==> config.mk <==
export PLATFORM = sky130hd
export DESIGN_NAME = move_log_flat
export DESIGN_NICKNAME = d
export VERILOG_FILES = /design/src/rtl/move_log_pkg.sv /design/src/rtl/move_log_if.sv /design/src/rtl/move_log.sv /design/src/flat_wrapper.sv
export SDC_FILE = /design/constraint.sdc
export NUM_CORES = 1
export LEC_CHECK = 0
export CORE_ASPECT_RATIO = 1.25
export CORE_MARGIN = 2
export CORE_UTILIZATION = 32
export CTS_BUF_LIST = sky130_fd_sc_hd__clkbuf_4 sky130_fd_sc_hd__clkbuf_8
export DETAILED_ROUTE_END_ITERATION = 6
export GPL_ROUTABILITY_DRIVEN = 0
export PLACE_DENSITY = 0.58
export SLEW_MARGIN = 20
export SYNTH_ARGS = -nofsm -noshare
export SYNTH_HDL_FRONTEND = slang
export SYNTH_SLANG_ARGS = --single-unit
==> constraint.sdc <==
create_clock -name clk -period 2.4 [get_ports clk]
set_clock_uncertainty 0.1 [all_clocks]
set_input_delay 0.48 -clock clk [delete_from_list [all_inputs] [get_ports clk]]
set_output_delay 0.48 -clock clk [all_outputs]
set_load 0.1 [all_outputs]
==> src/rtl/move_log_pkg.sv <==
// rtl/move_log_pkg.sv - shared move-log constants and move codes
package move_log_pkg;

    localparam int MAX_MOVES = 17;
    localparam int MW        = 2;
    localparam int ORD_W     = MAX_MOVES * MW;
    localparam int DW        = 5;

    typedef enum logic [MW-1:0] {
        MV_UP    = 2'd0,
        MV_DOWN  = 2'd1,
        MV_RIGHT = 2'd2,
        MV_LEFT  = 2'd3
    } move_t;

endpackage

==> src/rtl/move_log_if.sv <==
// rtl/move_log_if.sv - solver-to-move-log control and status bundle
interface move_log_if;
    import move_log_pkg::*;

    logic             clr;
    logic             push;
    logic [MW-1:0]    push_move;
    logic             pop;
    logic             goal;
    logic [ORD_W-1:0] ord;
    logic             comp;
    logic [DW-1:0]    depth;
    logic             empty;
    logic             full;
    logic [MW-1:0]    last_move;
    logic             overflow;

    modport master (
        output clr, push, push_move, pop, goal,
        input  ord, comp, depth, empty, full, last_move, overflow
    );

    modport slave (
        input  clr, push, push_move, pop, goal,
        output ord, comp, depth, empty, full, last_move, overflow
    );

endinterface

==> src/rtl/move_log.sv <==
// rtl/move_log.sv - bounded LIFO of solver moves packed for the display stage
module move_log
    import move_log_pkg::*;
(
    input  logic       clk,
    input  logic       rst_n,
    move_log_if.slave  bus
);

    logic [ORD_W-1:0]     ord_q;
    logic [DW-1:0]        depth_q;
    logic                 comp_q;
    logic                 ovf_q;

    logic [DW-1:0]        depth_d;
    logic                 comp_d;
    logic                 ovf_d;
    logic                 wr_en;
    logic [DW-1:0]        wr_idx;
    logic [MW-1:0]        wr_val;
    logic [MAX_MOVES-1:0] slot_we;
    logic                 is_empty;
    logic                 is_full;

    assign is_empty = (depth_q == '0);
    assign is_full  = (depth_q == DW'(MAX_MOVES));

    // Decide the single slot write (if any) and the next depth/flags; frozen log ignores solver inputs.
    always_comb begin
        depth_d = depth_q;
        comp_d  = comp_q;
        ovf_d   = ovf_q;
        wr_en   = 1'b0;
        wr_idx  = '0;
        wr_val  = '0;
        if (!comp_q) begin
            if (bus.push && bus.pop && !is_empty) begin
                // Replace the top move in place; legal even when full.
                wr_en  = 1'b1;
                wr_idx = depth_q - 1'b1;
                wr_val = bus.push_move;
            end else if (bus.push) begin
                if (!is_full) begin
                    wr_en   = 1'b1;
                    wr_idx  = depth_q;
                    wr_val  = bus.push_move;
                    depth_d = depth_q + 1'b1;
                end else begin
                    ovf_d = 1'b1;
                end
            end else if (bus.pop && !is_empty) begin
                // Zero the vacated slot so everything above depth reads 0.
                wr_en   = 1'b1;
                wr_idx  = depth_q - 1'b1;
                depth_d = depth_q - 1'b1;
            end
            if (bus.goal) begin
                comp_d = 1'b1;
            end
        end
    end

    // One-hot slot write enables; wr_idx never reaches MAX_MOVES when wr_en is set.
    for (genvar k = 0; k < MAX_MOVES; k++) begin : g_slot_we
        assign slot_we[k] = wr_en && (wr_idx == DW'(k));
    end

    // Log registers: async reset, clr wins over every other input.
    always_ff @(posedge clk or negedge rst_n) begin
        if (!rst_n) begin
            ord_q   <= '0;
            depth_q <= '0;
            comp_q  <= 1'b0;
            ovf_q   <= 1'b0;
        end else if (bus.clr) begin
            ord_q   <= '0;
            depth_q <= '0;
            comp_q  <= 1'b0;
            ovf_q   <= 1'b0;
        end else begin
            depth_q <= depth_d;
            comp_q  <= comp_d;
            ovf_q   <= ovf_d;
            for (int k = 0; k < MAX_MOVES; k++) begin
                if (slot_we[k]) begin
                    ord_q[k*MW +: MW] <= wr_val;
                end
            end
        end
    end

    // Top-of-log decode from registered state only; reads 0 when empty.
    always_comb begin
        bus.last_move = '0;
        for (int k = 0; k < MAX_MOVES; k++) begin
            if (depth_q == DW'(k + 1)) begin
                bus.last_move = ord_q[k*MW +: MW];
            end
        end
    end

    assign bus.ord      = ord_q;
    assign bus.depth    = depth_q;
    assign bus.comp     = comp_q;
    assign bus.overflow = ovf_q;
    assign bus.empty    = is_empty;
    assign bus.full     = is_full;

endmodule

==> src/flat_wrapper.sv <==
// flat-port wrapper written by rule: the top's interface ports become plain ports
module move_log_flat import move_log_pkg::*;
  (clk, rst_n, bus_clr, bus_push, bus_push_move, bus_pop, bus_goal, bus_ord, bus_comp, bus_depth, bus_empty, bus_full, bus_last_move, bus_overflow);
  move_log_if bus_i ();
  input  logic clk;
  input  logic rst_n;
  input wire logic [$bits(bus_i.clr)-1:0] bus_clr;
  input wire logic [$bits(bus_i.push)-1:0] bus_push;
  input wire logic [$bits(bus_i.push_move)-1:0] bus_push_move;
  input wire logic [$bits(bus_i.pop)-1:0] bus_pop;
  input wire logic [$bits(bus_i.goal)-1:0] bus_goal;
  output wire logic [$bits(bus_i.ord)-1:0] bus_ord;
  output wire logic [$bits(bus_i.comp)-1:0] bus_comp;
  output wire logic [$bits(bus_i.depth)-1:0] bus_depth;
  output wire logic [$bits(bus_i.empty)-1:0] bus_empty;
  output wire logic [$bits(bus_i.full)-1:0] bus_full;
  output wire logic [$bits(bus_i.last_move)-1:0] bus_last_move;
  output wire logic [$bits(bus_i.overflow)-1:0] bus_overflow;
  assign bus_i.clr = bus_clr;
  assign bus_i.push = bus_push;
  assign bus_i.push_move = bus_push_move;
  assign bus_i.pop = bus_pop;
  assign bus_i.goal = bus_goal;
  assign bus_ord = bus_i.ord;
  assign bus_comp = bus_i.comp;
  assign bus_depth = bus_i.depth;
  assign bus_empty = bus_i.empty;
  assign bus_full = bus_i.full;
  assign bus_last_move = bus_i.last_move;
  assign bus_overflow = bus_i.overflow;
  move_log u_core (.clk(clk), .rst_n(rst_n), .bus(bus_i));
endmodule
==> qor.yml <==
status: "complete, but fails checks"
violations: "setup timing"
regArea_mm2: 0.00104
hold_buffers: 0
slew_headroom_pct: 62.6
yosysTopAreaCellShare_pct: 35.2
track_usage_pct: 21.3
worstMarginPinSlew_ns: 0.561
cts_made_buffers: 5
period_needed_ns: 2.88
stdcell_area_mm2: 0.00447
area.growth.synth_to_final_pct: 53.3
vias: 2807
r2r_start: "u_core.bus.depth[0]$_DFFE_PN0P_"
viasPerCell: 5.26
synth_enable_flop_cells: 0
syn-num-nets: 321
cap_violations: 0
yosysSeqAreaShare_pct: 35.2
utilization_pct: 51.1
wl_per_cell_um: 19.2
drc: 0
clock_path_buffers: 2
cts_sinks: 41
core-area_mm2: 0.00875
dr.first_iter.drc_count: 128
fin_nets: 427
port-buffer-count: 52
async_reset_ff_share_pct: 100
crit_fanout: 8
gr-total-overflow: 0
antennaDiodeCount: 0
rsz0062_at_grt: "yes"
cts_root_buffer: "clkbuf_8"
yosysWarnings: 0
drt_wl_total_mm: 10.3
yosys.cell_count.top_type: "dfrtp_1"
yosys_register_bits: 41
r2r_cells: 9
finalCritPeriodShare_pct: 120
firstDrtPassIters: 4
hold_viol_final: 0
netlist_top_cells_count: "dfrtp_1 (41), mux2i_1 (38), nand2b_1 (38), a21oi_1 (17), clkbuf_1 (16)"
reg2reg_to: "u_core.bus.ord[30]$_DFFE_PN0P_"
timing.setup.tns_ns: -2.23
endpoint_kind: "output pin"
insertion_delay_ns: 0.31
clk_pin_slew_ns: 0.09
slew_viol_final: 0
die_x_um: 89.4
synth_ff_type: "dfrtp_1"
dieArea_mm2: 0.00989
drive_above_1_share_pct: 44.2
yosysTopAreaCell: "dfrtp_1"
placedInstanceArea_mm2: 0.00414
cp-startpoint: "u_core.bus.depth[1]$_DFFE_PN0P_"
hp-class: "input port to asynchronous set/reset pin"
place_ws_ns: -0.271
fillCellCount: 841
power.density_mw_per_mm2: 808
holdWs_ns: 0.0215
first_global_vias: 2898
path_class: "flop to output pin"
endpoint: "bus_last_move[1]"
grt_max_degree: 25
start_kind: "flop"
arrival_ns: 2.30
synth_area_leaders: "dfrtp_1 (35%), mux2i_1 (13%), nand2b_1 (8.2%), a21oi_1 (2.9%), nor4_4 (2.9%)"
hpwlAfterDp_mm: 7.54
syn_avg_cell_area_um2: 9.50
ant_nets: 0
layout_setup_ws_ns: -0.482
synthCells: 307
antenna_found_initial: 0
setup_violations: 21
synth_cell_type_count: 53
cts_tree: "done"
leakage_nw: 1.99
synth_area_mm2: 0.00292
grt_pass1_wl_mm: 16.1
cts_htree_levels: 2
rows: 38
multiInputGateArea_mm2: 0.00206
fp.dieH_um: 111
fmax_mhz: 347
num_io_pins: 53
cp_data_required_time_ns: 1.82
worst_ir_drop_vdd_mv: 0.365
start_util_pct: 33.3
reg2reg_slack_ns: -0.21
## metrics by stage
| stage | power, mW | instances |
|---|---|---|
| 4_1_cts | 3.55 | 532 |
| 5_1_grt | 3.78 | 534 |
| 3_3_place_gp | 2.87 | 520 |
| 3_5_place_dp | 2.88 | 520 |
| 6_report | 3.61 | 534 |
| 2_1_floorplan | 2.12 | 307 |
## report_power, final
part | switching, mW | total (mW) | internal, mW
Combinational | 1.34 | 2.32 | 0.978
Sequential | 0.0625 | 0.793 | 0.730
Clock | 0.288 | 0.505 | 0.217
## sequential cells by signal (all words and copies together) (netlist names)
signal and cells:
u_core.bus.comp 1, u_core.bus.depth 5, u_core.bus.ord 34, u_core.bus.overflow 1
## layer usage
layer,GRT usage [%],vias to the layer above,share of wire [%]
li1,-,1334,-
met1,27.8,1379,41
met2,34.9,74,52
met3,2.53,20,4.1
met4,8.86,0,3.3
met5,0,-,0
## timing repair
action	CTS	global route
endpoints found under the setup margin	36	40
pin swaps	15	14
resized for setup	24	20
buffers inserted	4	4
## critical path: stages (launching register included)
cell	delay, ns
dfrtp_4	0.53
inv_6	0.09
ha_4	0.20
nor2b_4	0.06
a221oi_2	0.23
buf_4	0.16
o31ai_2	0.06
a311oi_2	0.40
o31ai_4	0.10
buf_12	0.17
## worst min path at each step
stage,start,end,slack [ns],cells after the start
final,rst_n,u_core.bus.depth[2]$_DFFE_PN0P_,0.02,1
after detailed placement,rst_n,u_core.bus.ord[23]$_DFFE_PN0P_,0.37,1
after floorplan,rst_n,u_core.bus.comp$_DFF_PN0_,0.08,0
after CTS,rst_n,u_core.bus.depth[2]$_DFFE_PN0P_,0.04,1
after global routing,rst_n,u_core.bus.depth[2]$_DFFE_PN0P_,0.05,1
after global placement,rst_n,u_core.bus.ord[22]$_DFFE_PN0P_,0.36,1
## layout make-up
cell class                      instances  share of cell area [%]
Clock buffer                            6                    1.71
Multi-Input combinational cell        234                    46.1
Clock inverter                          2                   0.336
Tap cell                              120                    3.36
Sequential cell                        41                    23.3
Inverter                               10                    1.48
Timing Repair Buffer                  121                    23.8
## cell usage in the layout, fill, tap and decap left out, drive strengths merged, types with 2 or more instances in the layout
cell / synthesis / final
buf: 6 / 115
dfrtp: 41 / 41
nand2b: 38 / 38
mux2i: 38 / 38
a21oi: 17 / 17
nor2: 15 / 15
nand2: 14 / 14
nand3: 10 / 10
nand4: 9 / 9
nor2b: 8 / 8
inv: 9 / 8
o21ai: 8 / 8
clkdlybuf4s50: 0 / 6
clkbuf: 16 / 6
ha: 6 / 6
xnor2: 5 / 5
nor3: 5 / 5
o31ai: 5 / 5
a211o: 4 / 4
nand3b: 4 / 4
nor4: 4 / 4
clkinvlp: 0 / 3
and3b: 3 / 3
nor3b: 3 / 3
a31oi: 3 / 3
o211ai: 3 / 3
a221oi: 3 / 3
a211oi: 2 / 2
and4: 2 / 2
nand4bb: 2 / 2
and3: 2 / 2
a32oi: 2 / 2
a41oi: 2 / 2
o21a: 2 / 2
## kinds of logic (layout without fill, tap and decap cells)
kind of cell / count (synthesis) / after routing / synth area share [%]
adder cells (fa/ha/maj): 6 / 6 / 2.58
flip-flops: 41 / 41 / 35.2
buffers and inverters: 32 / 139 / 4.68
AND/OR/NAND/NOR: 125 / 125 / 27.5
AO/OA/AOI/OAI: 59 / 59 / 15.1
XOR/XNOR: 5 / 5 / 1.50
multiplexers: 39 / 39 / 13.4
(Power assumes the default switching activity.)
